**src/rtl/xlr8_vol_ramp_regs.sv**
```systemverilog
// xlr8_vol_ramp_regs
//
// This block maps per-channel target-volume registers into AVR data memory.
// It also maps one control register and one status register. Each channel's
// output volume moves toward its effective target by one LSB per prescaler
// tick, so volume changes do not click. The ramp can be bypassed, or every
// channel can be muted, through the control register.
//
// Register map (offsets from BASE_ADDR):
//   0 .. NUM_CH-1 : channel target volume, WIDTH bits, read/write
//   NUM_CH        : CTRL   {6'b0, RAMP_EN, MUTE}, read/write (bits [1:0])
//   NUM_CH+1      : STATUS zero-extended ramp_busy, read-only
//
// Ports:
//   clk, rst       : single clock; synchronous active-high reset
//   clken          : AVR clock enable, qualifies register writes only
//   dbus_in        : AVR write data
//   dbus_out       : combinational read data, 0 when no owned address selected
//   io_out_en      : high while an owned address is read
//   ramadr         : DM address
//   ramre, ramwe   : DM read / write enables
//   dm_sel         : DM select
//   vol_out        : current volumes, channel i at [i*WIDTH +: WIDTH]
//   ramp_busy      : bit i high while channel i differs from its effective target
module xlr8_vol_ramp_regs #(
  parameter int BASE_ADDR = 0,
  parameter int NUM_CH    = 2,
  parameter int WIDTH     = 8,
  parameter int RAMP_DIV  = 256
) (
  input  logic                    clk,
  input  logic                    rst,
  input  logic                    clken,
  input  logic [7:0]              dbus_in,
  output logic [7:0]              dbus_out,
  output logic                    io_out_en,
  input  logic [7:0]              ramadr,
  input  logic                    ramre,
  input  logic                    ramwe,
  input  logic                    dm_sel,
  output logic [NUM_CH*WIDTH-1:0] vol_out,
  output logic [NUM_CH-1:0]       ramp_busy
);

  localparam int CNT_W   = (RAMP_DIV > 1) ? $clog2(RAMP_DIV) : 1;
  localparam int NUM_REG = NUM_CH + 2;

  logic [NUM_REG-1:0] sel;
  logic               wrEn;
  logic               tick;

  logic [WIDTH-1:0]   target_q [NUM_CH];
  logic [WIDTH-1:0]   target_d [NUM_CH];
  logic [WIDTH-1:0]   cur_q    [NUM_CH];
  logic [WIDTH-1:0]   cur_d    [NUM_CH];
  logic [WIDTH-1:0]   effOld   [NUM_CH];
  logic [WIDTH-1:0]   effNew   [NUM_CH];
  logic [1:0]         ctrl_q, ctrl_d;
  logic [NUM_CH-1:0]  busy_q, busy_d;
  logic [CNT_W-1:0]   cnt_q, cnt_d;

  // Only the low bits of the write bus land in registers.
  logic unusedBits;
  assign unusedBits = ^dbus_in;

  always_comb begin
    for (int k = 0; k < NUM_REG; k++) begin
      sel[k] = dm_sel && (ramadr == 8'(BASE_ADDR + k));
    end
  end

  assign wrEn = clken && ramwe;

  // The free-running prescaler wraps at RAMP_DIV-1. When RAMP_DIV is 1 it stays
  // at 0, so a tick occurs on every cycle.
  always_comb begin
    tick  = (cnt_q == CNT_W'(RAMP_DIV - 1));
    cnt_d = tick ? '0 : cnt_q + CNT_W'(1);
  end

  // The ramp step uses the pre-write target and CTRL, so a write that lands on
  // a tick cycle takes effect from the following cycle. ramp_busy compares the
  // next current value against the post-write effective target.
  always_comb begin
    ctrl_d = (wrEn && sel[NUM_CH]) ? dbus_in[1:0] : ctrl_q;
    busy_d = '0;
    for (int i = 0; i < NUM_CH; i++) begin
      target_d[i] = (wrEn && sel[i]) ? dbus_in[WIDTH-1:0] : target_q[i];
      effOld[i]   = ctrl_q[0] ? '0 : target_q[i];
      effNew[i]   = ctrl_d[0] ? '0 : target_d[i];
      cur_d[i]    = cur_q[i];
      if (!ctrl_q[1]) begin
        cur_d[i] = effOld[i];
      end else if (tick) begin
        if (cur_q[i] < effOld[i]) begin
          cur_d[i] = cur_q[i] + WIDTH'(1);
        end else if (cur_q[i] > effOld[i]) begin
          cur_d[i] = cur_q[i] - WIDTH'(1);
        end
      end
      busy_d[i] = (cur_d[i] != effNew[i]);
    end
  end

  always_ff @(posedge clk) begin
    if (rst) begin
      ctrl_q <= 2'b10;
      busy_q <= '0;
      cnt_q  <= '0;
      for (int i = 0; i < NUM_CH; i++) begin
        target_q[i] <= '0;
        cur_q[i]    <= '0;
      end
    end else begin
      ctrl_q <= ctrl_d;
      busy_q <= busy_d;
      cnt_q  <= cnt_d;
      for (int i = 0; i < NUM_CH; i++) begin
        target_q[i] <= target_d[i];
        cur_q[i]    <= cur_d[i];
      end
    end
  end

  // The read mux is combinational. It is not qualified by clken, and only
  // io_out_en depends on ramre.
  always_comb begin
    dbus_out = '0;
    for (int i = 0; i < NUM_CH; i++) begin
      if (sel[i]) begin
        dbus_out = 8'(target_q[i]);
      end
    end
    if (sel[NUM_CH]) begin
      dbus_out = {6'b0, ctrl_q};
    end
    if (sel[NUM_CH+1]) begin
      dbus_out = 8'(busy_q);
    end
    io_out_en = ramre && (|sel);
  end

  for (genvar g = 0; g < NUM_CH; g++) begin : gVol
    assign vol_out[g*WIDTH +: WIDTH] = cur_q[g];
  end

  assign ramp_busy = busy_q;

endmodule

```
**config.mk**
```make
export PLATFORM = sky130hd
export DESIGN_NAME = xlr8_vol_ramp_regs
export DESIGN_NICKNAME = d
export VERILOG_FILES = /design/src/rtl/xlr8_vol_ramp_regs.sv
export SDC_FILE = /design/constraint.sdc
export NUM_CORES = 1
export LEC_CHECK = 0
export ABC_CLOCK_PERIOD_IN_PS = 7970
export BUFFER_PORTS_ARGS = -buffer_cell sky130_fd_sc_hd__buf_2
export CAP_MARGIN = 20
export CORE_UTILIZATION = 63
export DETAILED_ROUTE_END_ITERATION = 10
export GPL_TIMING_DRIVEN = 0
export PLACE_DENSITY = 0.91
export SLEW_MARGIN = 30
export SYNTH_ARGS = -nofsm -noshare
export SYNTH_HDL_FRONTEND = slang
export SYNTH_SLANG_ARGS = --single-unit
```
**constraint.sdc**
```tcl
create_clock -name clk -period 7.97 [get_ports clk]
set_input_delay 0.3985 -clock clk [delete_from_list [all_inputs] [get_ports clk]]
set_output_delay 0.3985 -clock clk [all_outputs]
set_load 0.005 [all_outputs]
```
==> flow_summary.toml <==
[status]
outcome = "completed"

[pwr]
share_comb_of_total_power = 0.227
power.switching_fraction = 0.331
clock_power_share = 0.305
power_leakage_nw = 1.67
power.share.sequential = 0.469
netSwitchingPower_w = 0.000165
power_density_nw_per_um2 = 129
p_int_w = 0.000332
peak_supply_drop_uv = 98.4
design_power_total_w = 0.000497

[logic_synthesis]
synth_edf_count = 0
cell_with_the_most_instances_after_synthesis = "sky130_fd_sc_hd__nor2_1"
synth.ff_latch_count = 44
synth-compound-area-share = 0.200
yosys-top-cells-area = "sky130_fd_sc_hd__dfxtp_1 (26%), sky130_fd_sc_hd__ha_1 (7.6%), sky130_fd_sc_hd__mux2i_1 (6.1%)"
yosys.area_share.xor_xnor = 0.0484
synth_nets = 479
synth.cell_area_um2 = 3440
post-synth-top-area-fraction = 0.256
post_synth_fa_ha_maj_area_fraction = 0.0764
synth_sequential_area_ratio = 0.256
syn_avg_cell_area_um2 = 7.89
async_reset_ff_frac = 0
synth-warning-count = 0
postSynthCellCount = 436
yosys_most_used_dff = "sky130_fd_sc_hd__dfxtp_1"
post_synth_most_frequent_cells = "sky130_fd_sc_hd__nor2_1 (56), sky130_fd_sc_hd__dfxtp_1 (44), sky130_fd_sc_hd__a21oi_1 (28), sky130_fd_sc_hd__nand2_1 (28)"
number_of_distinct_standard_cells_referenced_by_the_synthesized_netlist = 64
yosys.area_share.simple = 0.293
synth.mux.area_fraction = 0.0884
netlist.top_cell.by_area = "sky130_fd_sc_hd__dfxtp_1"
combinational_family_with_the_most_area_after_synthesis = "simple AND/OR/NAND/NOR gates"

[clock_network]
cts-hold-fix-buffers = 0
clkLatencyLatePin_ps = 310
clk_path_buf_depth = 2
post-cts-setup-buffer-count = 0
clock_root_buffer = "sky130_fd_sc_hd__clkbuf_8"
tritoncts = "done"
numClockSinks = 44
cts-resized-gates = 0
htree_levels = 2
numCtsBuffers = 5
cts.clk_slew.worst_paths_ps = 90

[detailed_routing]
first_pass_iters = 6
routed-via-count = 3726
dr.first_iter.drc_count = 690
routed_wl_mm = 10.1
drt-vias-per-instance = 6.65
remaining_routing_drc_violations = 0
routed_wire_length_per_instance_um = 18.0
ant_nets = 0

[setup_path]
cp-startpoint = "ctrl_q[0]$_SDFF_PP0_"
critical_path.max_fanout = 10
category_of_the_critical_setup_timing_path = "reg2reg"
worstReg2RegStart = "ctrl_q[0]$_SDFF_PP0_"
worstSetupEndpoint = "ramp_busy[1]$_SDFF_PP0_"
cp_num_cells = 16
setup.worst_path.end_class = "flop"
worst_r2r_endpoint = "ramp_busy[1]$_SDFF_PP0_"
worst-r2r-setup-slack_ps = 3740
critical_path.cell_chain = "clkbuf_1 -> clkbuf_1 -> nand2b_1 -> ha_1 -> nor2b_1 -> o211ai_1 -> a21o_1 -> clkbuf_1 -> nand3_1 -> a2111o_1 -> and3_1 -> clkbuf_1 -> xnor2_1 -> or4_1 -> nand3_1 -> a31oi_1"
worst_path_largest_cell_delay_ps = 460
crit_buf_inv = 4
path_common_cell = "sky130_fd_sc_hd__clkbuf_1"
rr_worst_depth = 16
data_arrival_time_of_the_critical_path_ps = 4410
crit_slowest_cell = "sky130_fd_sc_hd__clkbuf_1"
endpoint_required_time_on_the_critical_path_ps = 8150
setup.worst_path.start_class = "flop"
crit_family = "buffers and inverters"

[die]
placementRows = 26
die-width_um = 75.9
die-area_um2 = 5760
boundaryPins = 49
floorplan.die.height_um = 75.9
floorplan.initialDensity = 0.665
floorplan.core_area_um2 = 5170

[timing]
fmax_mhz = 237
fin_max_slew_vios = 0
fin_skew_ps = 10.0
timing.max_slew.rel_slack = 0.508
grt_setup_unrepaired = "false"
hold_viol = 0
fin_crit_sh = 0.531
finalSetupViolations = 0
timing.final.crit_period_ps = 4230
worst-slew-pin-transition_ps = 733
final.setup.tns_ps = 0

[grt]
grt_antenna_before_repair = 0
grt_pass1_wl_mm = 16.6
grt_max_degree = 16
vias_in_the_first_global_route = 3522
grt_overflow_total = 0
grt_usage = 0.358

[placed_design]
dp.cells = 552
placed_cell_areas_um2 = 3760
hpwlAfterDp_mm = 7.58
gpl.final_weighted_congestion = 0.931
portBuffers = 46

[cells_and_area]
stdcell_area_um2 = 3850
num-nets-final = 532
nFillCells = 384
post_route_cells_drive_above_1_share = 0.147
stdcell_count = 560
diodes = 0
synthToLayoutAreaGrowth_pct = 11.9

[min_path]
hold_class = "in2reg"

[job]
max-cap-violations = 0
## cells in the final DEF (no fill, tap or decap), types with 3 or more instances in the layout
cell                        Yosys  final
sky130_fd_sc_hd__ha_1          21     21
sky130_fd_sc_hd__nor3_1        18     18
sky130_fd_sc_hd__xnor2_1        8      8
sky130_fd_sc_hd__o22a_1         3      3
sky130_fd_sc_hd__o21a_1         4      4
sky130_fd_sc_hd__xor2_1        11     11
sky130_fd_sc_hd__a31oi_1        7      7
sky130_fd_sc_hd__nand4_1        9      9
sky130_fd_sc_hd__mux2i_1       21     21
sky130_fd_sc_hd__and4_1         3      3
sky130_fd_sc_hd__clkbuf_8       0      5
sky130_fd_sc_hd__nor2_1        56     56
sky130_fd_sc_hd__o2111ai_1      3      3
sky130_fd_sc_hd__nor3b_1        3      3
sky130_fd_sc_hd__nor2b_1        8      8
sky130_fd_sc_hd__nand2b_1      16     16
sky130_fd_sc_hd__nand2_1       28     28
sky130_fd_sc_hd__buf_2          4     50
sky130_fd_sc_hd__inv_1          7      7
sky130_fd_sc_hd__a211o_1        3      3
sky130_fd_sc_hd__or4_1          4      4
sky130_fd_sc_hd__nand3_1       18     18
sky130_fd_sc_hd__a21o_1         3      3
sky130_fd_sc_hd__dfxtp_1       44     44
sky130_fd_sc_hd__a21oi_1       28     28
sky130_fd_sc_hd__and2_1         3      3
sky130_fd_sc_hd__a2111oi_0      3      3
sky130_fd_sc_hd__o211ai_1       3      3
sky130_fd_sc_hd__clkbuf_1      16     16
sky130_fd_sc_hd__and3_1         7      7
sky130_fd_sc_hd__a211oi_1       5      5
sky130_fd_sc_hd__mux2_2         3      3
sky130_fd_sc_hd__o21ai_0       21     21
sky130_fd_sc_hd__or3_1          6      6
## routing by layer
| layer | vias up | track usage | part of all wire |
|---|---|---|---|
| li1 | 1724 | - | - |
| met1 | 1704 | 0.449 | 0.40 |
| met2 | 259 | 0.602 | 0.47 |
| met3 | 39 | 0.0711 | 0.11 |
| met4 | 0 | 0.142 | 0.029 |
| met5 | - | 0 | 0 |
## power groups by stage
| stage | sequential [W] | clock, W | combinational (W) |
|---|---|---|---|
| 2_1_floorplan | 0.000237 | 0 | 0.0000769 |
| 3_3_place_gp | 0.000237 | 0 | 0.000105 |
| 3_5_place_dp | 0.000238 | 0 | 0.000108 |
| 4_1_cts | 0.000233 | 0.000150 | 0.000109 |
| 5_1_grt | 0.000234 | 0.000160 | 0.000124 |
| 6_report | 0.000233 | 0.000151 | 0.000113 |
## per-stage QoR
step / util / hold WS, ps / worst slack [ps]
6_report: 0.744 / 386 / 3740
2_1_floorplan: - / 467 / 4560
3_3_place_gp: 0.727 / 478 / 3940
3_5_place_dp: 0.727 / 503 / 3900
4_1_cts: 0.744 / 386 / 3860
5_1_grt: 0.744 / 397 / 3550
## registers in the layout, summed over array words and instances (netlist names)
register,count
target_q,16
cnt_q,8
ramp_busy,2
ctrl_q,2
cur_q,16
## cell type report
type,count,area [um2],share of cell area
plain buffers,23,100,0.0260
clock buffers,5,68.8,0.0179
clock inverters,3,21.3,0.00553
inverters,8,30.0,0.00780
multi-input cells,361,2430,0.631
flip-flops and latches,44,881,0.229
well taps,70,87.6,0.0228
repair buffers,46,230,0.0598
## kinds of logic (layout without fill, tap and decap cells)
kind of cell / count (synthesis) / count (layout)
and+or+nand+nor: 192 / 192
adders and majority gates: 21 / 21
DFF: 44 / 44
buffers and inverters: 31 / 85
xor gates and xnor gates: 19 / 19
muxes: 27 / 27
AOI/OAI and AO/OA: 102 / 102
## tightest hold or removal path, delay by kind of cell
family / cells / cell delay, ps
compound gates: 1 / 50
buf+inv: 1 / 140
simple gates: 1 / 60
## how the worst min path moves through the flow
stage                             start                          to  cells after the start  slack (ps)
floorplan           cnt_q[7]$_SDFF_PP0_         cnt_q[7]$_SDFF_PP0_                      2         470
global placement    cnt_q[7]$_SDFF_PP0_         cnt_q[7]$_SDFF_PP0_                      2         480
detailed placement  cnt_q[7]$_SDFF_PP0_         cnt_q[7]$_SDFF_PP0_                      2         500
CTS                          dbus_in[2]  target_q[0][10]$_SDFF_PP0_                      3         390
global route                 dbus_in[2]  target_q[0][10]$_SDFF_PP0_                      3         400
finish                       dbus_in[2]  target_q[0][10]$_SDFF_PP0_                      3         390
Note: power is estimated with default switching activity, not from simulation.
